`src/rtl/arp_tx.sv`:
```
// arp_tx: ARP frame transmitter for the GMII TX path.
// A one-cycle request produces one Ethernet II frame. The frame carries the
// preamble/SFD, the Ethernet header, the 28-byte ARP payload, and zero
// padding to 60 bytes. A 12-cycle inter-frame gap follows the frame.
// Optional feature macro: ARP_TX_FCS_EN. When it is defined, the block
// computes a CRC-32 and appends the 4-byte FCS (72 GMII bytes). When it is
// undefined, the frame is 68 GMII bytes and a downstream block adds the FCS.
// Every output is registered. The output stage runs one cycle behind the
// state register, so the first 0x55 appears one edge after the request is
// accepted.
module arp_tx #(
  parameter logic [47:0] BOARD_MAC = 48'h00_11_22_33_44_55,
  parameter logic [31:0] BOARD_IP  = {8'd192, 8'd168, 8'd1, 8'd10}
) (
  input  logic        clk,
  input  logic        rst_n,
  input  logic        arp_tx_en,
  input  logic        arp_tx_type,
  input  logic [47:0] des_mac,
  input  logic [31:0] des_ip,
  output logic        tx_busy,
  output logic        tx_done,
  output logic        gmii_tx_en,
  output logic [7:0]  gmii_txd
);

  typedef enum logic [6:0] {
    st_idle     = 7'b0000001,
    st_preamble = 7'b0000010,
    st_eth_head = 7'b0000100,
    st_arp_data = 7'b0001000,
    st_pad      = 7'b0010000,
    st_crc      = 7'b0100000,
    st_ifg      = 7'b1000000
  } state_t;

  state_t      r_state;
  state_t      w_state_next;
  logic [4:0]  r_cnt;
  logic [4:0]  w_cnt_next;
  logic        w_accept;
  logic        w_last_ifg;
  logic        w_active;
  logic [7:0]  w_byte;
  logic [47:0] w_dst_mac;
  logic [47:0] w_tgt_mac;

  logic        r_type;
  logic [47:0] r_mac;
  logic [31:0] r_ip;

  logic        r_tx_en;
  logic [7:0]  r_txd;
  logic        r_done;
  logic        r_busy;

  // Byte idx (0 = most significant) of a 48-bit address.
  function automatic logic [7:0] mac_byte(input logic [47:0] mac, input logic [4:0] idx);
    logic [7:0] b;
    b = 8'h00;
    case (idx)
      5'd0: b = mac[47:40];
      5'd1: b = mac[39:32];
      5'd2: b = mac[31:24];
      5'd3: b = mac[23:16];
      5'd4: b = mac[15:8];
      5'd5: b = mac[7:0];
      default: b = 8'h00;
    endcase
    return b;
  endfunction

  // Byte idx (0 = most significant) of a 32-bit IPv4 address.
  function automatic logic [7:0] ip_byte(input logic [31:0] ip, input logic [4:0] idx);
    logic [7:0] b;
    b = 8'h00;
    case (idx)
      5'd0: b = ip[31:24];
      5'd1: b = ip[23:16];
      5'd2: b = ip[15:8];
      5'd3: b = ip[7:0];
      default: b = 8'h00;
    endcase
    return b;
  endfunction

`ifdef ARP_TX_FCS_EN
  logic [31:0] r_crc;
  logic [31:0] w_fcs;

  // Reflected CRC-32, one byte per call, data LSB first.
  function automatic logic [31:0] crc32_byte(input logic [31:0] crc, input logic [7:0] data);
    logic [31:0] c;
    c = crc;
    for (int i = 0; i < 8; i++) begin
      if (c[0] ^ data[i]) c = {1'b0, c[31:1]} ^ 32'hEDB8_8320;
      else                c = {1'b0, c[31:1]};
    end
    return c;
  endfunction

  assign w_fcs = ~r_crc;
`endif

  // A request is honoured in idle. It is also honoured on the final IFG
  // cycle, which allows back-to-back frames at the minimum spacing.
  assign w_last_ifg = (r_state == st_ifg) && (r_cnt == 5'd11);
  assign w_accept   = arp_tx_en && ((r_state == st_idle) || w_last_ifg);

  assign w_dst_mac = r_type ? r_mac : 48'hFFFF_FFFF_FFFF;
  assign w_tgt_mac = r_type ? r_mac : 48'h0000_0000_0000;

  assign w_active = (r_state == st_preamble) || (r_state == st_eth_head) ||
                    (r_state == st_arp_data) || (r_state == st_pad) ||
                    (r_state == st_crc);

  // State register and byte counter.
  always_ff @(posedge clk or negedge rst_n) begin
    if (!rst_n) begin
      r_state <= st_idle;
      r_cnt   <= 5'd0;
    end else begin
      r_state <= w_state_next;
      r_cnt   <= w_cnt_next;
    end
  end

  // Next-state logic. The counter restarts on every state change.
  always_comb begin
    w_state_next = r_state;
    case (r_state)
      st_idle:     if (w_accept) w_state_next = st_preamble;
      st_preamble: if (r_cnt == 5'd7) w_state_next = st_eth_head;
      st_eth_head: if (r_cnt == 5'd13) w_state_next = st_arp_data;
      st_arp_data: if (r_cnt == 5'd27) w_state_next = st_pad;
`ifdef ARP_TX_FCS_EN
      st_pad:      if (r_cnt == 5'd17) w_state_next = st_crc;
`else
      st_pad:      if (r_cnt == 5'd17) w_state_next = st_ifg;
`endif
      st_crc:      if (r_cnt == 5'd3) w_state_next = st_ifg;
      st_ifg:      if (w_last_ifg) w_state_next = w_accept ? st_preamble : st_idle;
      default:     w_state_next = st_idle;
    endcase
    w_cnt_next = ((w_state_next != r_state) || (r_state == st_idle)) ? 5'd0 : r_cnt + 5'd1;
  end

  // Capture the request fields on accept so that later input changes do not disturb the frame.
  always_ff @(posedge clk or negedge rst_n) begin
    if (!rst_n) begin
      r_type <= 1'b0;
      r_mac  <= 48'h0;
      r_ip   <= 32'h0;
    end else if (w_accept) begin
      r_type <= arp_tx_type;
      r_mac  <= des_mac;
      r_ip   <= des_ip;
    end
  end

  // Select the frame byte for the current state and count.
  always_comb begin
    w_byte = 8'h00;
    case (r_state)
      st_preamble: w_byte = (r_cnt == 5'd7) ? 8'hD5 : 8'h55;
      st_eth_head: begin
        if (r_cnt < 5'd6)        w_byte = mac_byte(w_dst_mac, r_cnt);
        else if (r_cnt < 5'd12)  w_byte = mac_byte(BOARD_MAC, r_cnt - 5'd6);
        else if (r_cnt == 5'd12) w_byte = 8'h08;
        else                     w_byte = 8'h06;
      end
      st_arp_data: begin
        case (r_cnt)
          5'd0, 5'd3, 5'd6: w_byte = 8'h00;
          5'd1:             w_byte = 8'h01;
          5'd2:             w_byte = 8'h08;
          5'd4:             w_byte = 8'h06;
          5'd5:             w_byte = 8'h04;
          5'd7:             w_byte = r_type ? 8'h02 : 8'h01;
          default: begin
            if (r_cnt < 5'd14)      w_byte = mac_byte(BOARD_MAC, r_cnt - 5'd8);
            else if (r_cnt < 5'd18) w_byte = ip_byte(BOARD_IP, r_cnt - 5'd14);
            else if (r_cnt < 5'd24) w_byte = mac_byte(w_tgt_mac, r_cnt - 5'd18);
            else                    w_byte = ip_byte(r_ip, r_cnt - 5'd24);
          end
        endcase
      end
`ifdef ARP_TX_FCS_EN
      st_crc: begin
        case (r_cnt[1:0])
          2'd0:    w_byte = w_fcs[7:0];
          2'd1:    w_byte = w_fcs[15:8];
          2'd2:    w_byte = w_fcs[23:16];
          default: w_byte = w_fcs[31:24];
        endcase
      end
`endif
      default: w_byte = 8'h00;
    endcase
  end

`ifdef ARP_TX_FCS_EN
  // CRC: preset just before the first header byte, then fold in header, payload and pad.
  always_ff @(posedge clk or negedge rst_n) begin
    if (!rst_n) begin
      r_crc <= 32'h0;
    end else if ((r_state == st_preamble) && (r_cnt == 5'd7)) begin
      r_crc <= 32'hFFFF_FFFF;
    end else if ((r_state == st_eth_head) || (r_state == st_arp_data) || (r_state == st_pad)) begin
      r_crc <= crc32_byte(r_crc, w_byte);
    end
  end
`endif

  // Output registers. Data is forced to zero outside the frame, and busy drops on the final IFG cycle.
  always_ff @(posedge clk or negedge rst_n) begin
    if (!rst_n) begin
      r_tx_en <= 1'b0;
      r_txd   <= 8'h00;
      r_done  <= 1'b0;
      r_busy  <= 1'b0;
    end else begin
      r_tx_en <= w_active;
      r_txd   <= w_active ? w_byte : 8'h00;
      r_done  <= (r_state == st_ifg) && (r_cnt == 5'd0);
      r_busy  <= (r_state != st_idle) && !w_last_ifg;
    end
  end

  assign gmii_tx_en = r_tx_en;
  assign gmii_txd   = r_txd;
  assign tx_done    = r_done;
  assign tx_busy    = r_busy;

endmodule

```
`config.mk`:
```
export PLATFORM = sky130hd
export DESIGN_NAME = arp_tx
export DESIGN_NICKNAME = d
export VERILOG_FILES = /design/src/rtl/arp_tx.sv
export SDC_FILE = /design/constraint.sdc
export NUM_CORES = 1
export LEC_CHECK = 0
export CAP_MARGIN = 20
export CORE_MARGIN = 3
export CORE_UTILIZATION = 59
export DETAILED_ROUTE_END_ITERATION = 8
export PLACE_DENSITY = 0.88
export SETUP_SLACK_MARGIN = 0.02
export SYNTH_ARGS = -nofsm -noshare
export SYNTH_HDL_FRONTEND = slang
export SYNTH_SLANG_ARGS = --single-unit
```
`constraint.sdc`:
```
create_clock -name clk -period 4.95 [get_ports clk]
set_input_delay 0.7425 -clock clk [delete_from_list [all_inputs] [get_ports clk]]
set_output_delay 0.7425 -clock clk [all_outputs]
set_load 0.01 [all_outputs]
```
=== Word level (Yosys, flattened, before mapping) ===
Index checks and enable logic that the tools add are counted.

* Register bits: 104
* Input port bits: 84
* Output and inout bits: 11
* Word-level logic and storage cells: 107

* Add/subtract/negate cells: 6
* $lt $le $gt $ge: 5
* Equal/unequal tests: 42
* Muxes and demuxes: 29
* Reductions and logical operators: 16

{| class="wikitable"
|+ Operators by type and width
! kind !! number
|-
| case mux 8 bit (6 select lines) || 3
|-
| 2-to-1 mux 48 bit || 2
|-
| case mux 7 bit (5 select lines) || 2
|-
| case mux 8 bit (4 select lines) || 2
|-
| equality test 5 x 2 -> 1 bit (second input constant) || 12
|-
| 2-to-1 mux 8 bit || 7
|-
| equality test 5 x 3 -> 1 bit (second input constant) || 10
|-
| 2-to-1 mux 7 bit || 7
|-
| case mux 7 bit (7 select lines) || 1
|-
| equality test 5 x 1 -> 1 bit (second input constant) || 6
|-
| case mux 8 bit (3 select lines) || 1
|-
| zero test 5 bit || 4
|-
| equality test 5 x 4 -> 1 bit (second input constant) || 3
|-
| equality test 5 bit (second input constant) || 2
|-
| less-than comparator 5 x 4 -> 1 bit (second input constant) || 2
|-
| less-than comparator 5 bit (second input constant) || 2
|-
| subtractor 5 x 4 -> 5 bit (second input constant) || 2
|-
| subtractor 5 bit (second input constant) || 2
|-
| equality test 7 x 1 -> 1 bit (second input constant) || 1
|-
| equality test 7 x 2 -> 1 bit (second input constant) || 1
|-
| equality test 7 x 3 -> 1 bit (second input constant) || 1
|-
| equality test 7 x 4 -> 1 bit (second input constant) || 1
|-
| equality test 7 x 5 -> 1 bit (second input constant) || 1
|-
| equality test 7 x 6 -> 1 bit (second input constant) || 1
|-
| other kinds (13) || 22
|}

=== Depth between registers and ports, before layout ===
* Depth in word-level cells: 10
* Mapped depth: 10
* Depth with buffers taken out: 7

=== Least setup slack after synthesis ===
No wires, ideal clock.

* Path type: register to register
* From: register r_cnt[2]
* To: register r_txd[5] (netlist: gmii_txd[5])
* Library setup time: 0.135 ns
* Arrival time: 2.266 ns
* Data required time: 4.815 ns
* Slack: 2.548 ns
* Cell stages (with the launch flop): 10
* Buffers on the path: 4
* Period minus slack after synthesis: 2.402 ns
* Path through: dfrtp_1 > buf_2 > inv_1 > ha_1 > buf_2 > clkbuf_1 > clkbuf_1 > a31oi_1 > a2111oi_0 > o32ai_1

* Cells in the longest elaborated chain, start to end: 9
* Elaborated cells on any way between the ends: 57
* Classes of those cells: add/sub: 5; order compare: 5; eq/ne: 28; mux: 14; reduce/logical: 5

{| class="wikitable"
|+ Ends and longest elaborated chain
! item !! RTL line !! text
|-
| start, declared || 39 || <nowiki>logic [4:0] r_cnt;</nowiki>
|-
| start signal, assigned || 124 || <nowiki>r_cnt <= w_cnt_next;</nowiki>
|-
| subtractor 5 bit (on tied branches) || 183, 184 ||
|-
| equality test 5 x 3 -> 1 bit (tied with other cells) || 61 || <nowiki>case (idx)</nowiki>
|-
| case mux 8 bit (6 select lines) / case mux 8 bit (4 select lines) (equally long branches) || 61, 77 ||
|-
| 2-to-1 mux 8 bit || 183 || <nowiki>else if (r_cnt < 5'd24) w_byte = mac_byte(w_tgt_mac, r_cnt - 5'd18);</nowiki>
|-
| 2-to-1 mux 8 bit || 182 || <nowiki>else if (r_cnt < 5'd18) w_byte = ip_byte(BOARD_IP, r_cnt - 5'd14);</nowiki>
|-
| 2-to-1 mux 8 bit || 181 || <nowiki>if (r_cnt < 5'd14) w_byte = mac_byte(BOARD_MAC, r_cnt - 5'd8);</nowiki>
|-
| case mux 8 bit (6 select lines) || 173 || <nowiki>case (r_cnt)</nowiki>
|-
| case mux 8 bit (3 select lines) * || 164 || <nowiki>case (r_state)</nowiki>
|-
| 2-to-1 mux 8 bit * || 224 || <nowiki>r_txd <= w_active ? w_byte : 8'h00;</nowiki>
|-
| end signal, assigned || 224 ||
|-
| end, declared || 53 || <nowiki>logic [7:0] r_txd;</nowiki>
|}

Every way passes the cells marked *; elsewhere a longest branch is shown, timed or not.
A chain may end at the register's enable or synchronous reset.

=== Worst setup path in the final report ===
* From: register r_cnt[3]
* To: register r_ip[15]

* Cells in the longest elaborated chain, start to end: 4

{| class="wikitable"
|+ Ends and longest elaborated chain
! item !! RTL line !! text
|-
| equality test 5 x 4 -> 1 bit || 107 || <nowiki>assign w_last_ifg = (r_state == st_ifg) && (r_cnt == 5'd11);</nowiki>
|-
| logical AND 1 bit || 107 ||
|-
| logical OR 1 bit || 108 || <nowiki>assign w_accept = arp_tx_en && ((r_state == st_idle) || w_last_ifg);</nowiki>
|-
| logical AND 1 bit || 108 ||
|-
| end signal, assigned || 157 || <nowiki>r_ip <= des_ip;</nowiki>
|-
| end, declared || 50 || <nowiki>logic [31:0] r_ip;</nowiki>
|}

No other way between the ends.

==> results.tsv <==
metric	value	unit
clockBufferDepth	2	
cts_max_level	3	
final_layout_size_suffix_gt1_share	21.7	%
grt_use_met2	47.3	%
initialDrtViolationCount	677	
cts_sinks	104	
met3_usage	5.87	%
gr-total-overflow	0	
first_global_vias	5089	
yosysMostFrequentCell	dfrtp_1	
routedWlPerCell	23.1	um
clockRootBuffer	clkbuf_8	
cts_setup_buffers	0	
endpoint_kind	flop	
p_seq_share	43.6	%
grt_use_total	30.5	%
netlist_area	6370	sq um
p_switching	0.00129	W
slew_headroom	29.9	%
drc	0	
final-max-slew-violation-count	0	
power.density	493	nW/um^2
grt_pass1_wl	28.1	mm
yosys.area.top_type_share	40.4	%
rr_worst_depth	5	
regToRegEndpoint	r_ip[15]$_DFFE_PN0P_	
worstSetupStartpointType	flop	
busiest_layer	met2	
async_reset_ff_share	100	%
status	finished, final reports clean	
wl	17.7	mm
fin_tns_setup	0	ns
arrival	3.44	ns
gr-usage-met1	42.0	%
worstSetupPathType	reg2reg	
chipWidth	110	um
cts_resized	0	
crit_slowest_cell	dfrtp_1	
syn_to_final_growth	17.0	%
syn_nets	644	
setup-violations-final	0	
clkPwrFrac	14.8	%
synth_edf_count	0	
internal_power	0.00238	W
synth_area_leaders	dfrtp_1, mux2_4, buf_12, mux2_2, ha_1	
clk_pin_slew	0.11	ns
pwr-share-comb	41.6	%
rr_startpoint	r_cnt[3]$_DFF_PN0_	
ant_nets	0	
start_util	61.2	%
path_cells	nand3b_1 > o31a_2 > nand2b_4 > buf_12 > mux2_4	
seq_area_frac_synth	40.8	%
synth_area_leader_cell	dfrtp_1	
hold_viol	0	
finClkSkew	0.0188	ns
ios	95	
finalCriticalPeriod	3.17	ns
synth_top_flop_cell	dfrtp_1	
crit_required	5.22	ns
die_h	110	um
via_per_inst	6.79	
hpwl	13.0	mm
power_leakage	3.23	nW
worstMarginPinSlew	1.05	ns
utilization	71.6	%
die_area	12100	sq um
avgSynthCellArea	11.6	sq um
fillers	729	
peakVddDrop	0.306	mV
max_freq	315	MHz
crit_path_max_fanout	43	
max_stage_delay	0.97	ns
period_share	64.1	%
cts_buffers	9	
antenna_cells	0	
rsz0062_at_grt	no	
switching_share	35.1	%
rrSetupSlack	1.78	ns
netlist_instances	550	
synth_warnings	0	
cts_tree	built	
layout.nets	720	
insertion_delay	0.39	ns
max_cap_viol_count	0	
synthTopCellsByCount	dfrtp_1, mux2_4, nand2_1, nor2_1, o21ai_0	
ys_types	74	
hp-class	in2async	
routabilityCongestion	1.01	
antenna_found_initial	0	
core_region_area	10400	sq um
p_total	0.00367	W
port_buffers	94	
grt_max_degree	60	
synth-seq-cells	104	
num_vias	5206	
drt_pass1_iterations	9	
rows	37	
ctsHoldBuffers	0	
==> final cells by class <==
type	count	area [sq um]	area share, %
Sequential cell	104	2600	34.9
Clock buffer	10	128	1.71
Inverter	11	41.3	0.554
Tap cell	136	170	2.28
Multi-Input combinational cell	397	3430	46.0
Clock inverter	6	67.6	0.906
Timing Repair Buffer	103	1020	13.7
==> power groups by stage <==
stage               sequential [W]  clock (W)  combinational, W
floorplan                  0.00143          0           0.00127
global placement           0.00157          0           0.00147
detailed placement         0.00159          0           0.00151
CTS                        0.00158   0.000552           0.00152
global route               0.00163   0.000582           0.00163
finish                     0.00160   0.000545           0.00153
==> metrics by stage <==
step	std cells	worst slack, ns	instance area, sq um	hold WS [ns]
floorplan	550	2.55	6370	0.447
global placement	751	1.94	7260	0.494
detailed placement	751	1.88	7260	0.497
CTS	767	1.86	7460	0.384
global route	767	1.59	7460	0.403
finish	767	1.78	7460	0.346
==> cell families after synthesis <==
logic type | count (synthesis) | share of synthesized area (%)
XOR/XNOR | 3 | 0.412
multiplexers | 97 | 21.7
flip-flops | 104 | 40.8
buffers and inverters | 49 | 5.36
adder cells (fa/ha/maj) | 10 | 1.96
AO/OA/AOI/OAI | 145 | 16.9
AND/OR/NAND/NOR | 142 | 12.8
==> cells in the final DEF, fill, tap and decap left out, types with 13 or more instances in the layout <==
cell             netlist  final
o21ai_0               23     23
clkdlybuf4s50_1        0     93
nand2_1               31     31
mux2_4                79     79
mux2_2                13     13
a21oi_1               15     15
dfrtp_1              103    103
nor2_1                26     26
==> registers in the layout (all words and copies together), names as in the netlist <==
signal,cells
r_mac,48
r_state,7
r_type,1
tx_busy,1
gmii_tx_en,1
tx_done,1
r_ip,32
r_cnt,5
gmii_txd,8
==> layer usage <==
metal	up-vias	share of wire, %
li1	2271	-
met1	2545	40
met2	329	47
met3	61	9.0
met4	0	3.6
met5	-	0
==> worst max path at each step <==
stage	start	endpoint	slack, ns	depth (start not counted)
after CTS	r_cnt[3]$_DFF_PN0_	r_ip[15]$_DFFE_PN0P_	1.86	5
final	r_cnt[3]$_DFF_PN0_	r_ip[15]$_DFFE_PN0P_	1.78	5
after floorplan	r_cnt[2]$_DFF_PN0_	gmii_txd[5]$_DFF_PN0_	2.55	9
after global routing	r_cnt[1]$_DFF_PN0_	gmii_txd[5]$_DFF_PN0_	1.59	7
after global placement	r_cnt[3]$_DFF_PN0_	r_ip[8]$_DFFE_PN0P_	1.94	5
after detailed placement	r_cnt[1]$_DFF_PN0_	gmii_txd[5]$_DFF_PN0_	1.88	7
==> worst max-delay path, delay by kind of cell, from the launching register on <==
family / cells / cell delay (ns)
flip-flops: 1 / 0.97
buffers and inverters: 1 / 0.40
AND/OR/NAND/NOR: 2 / 0.88
multiplexers: 1 / 0.33
AO/OA/AOI/OAI: 1 / 0.41
Note: power is estimated with default switching activity, not from simulation.
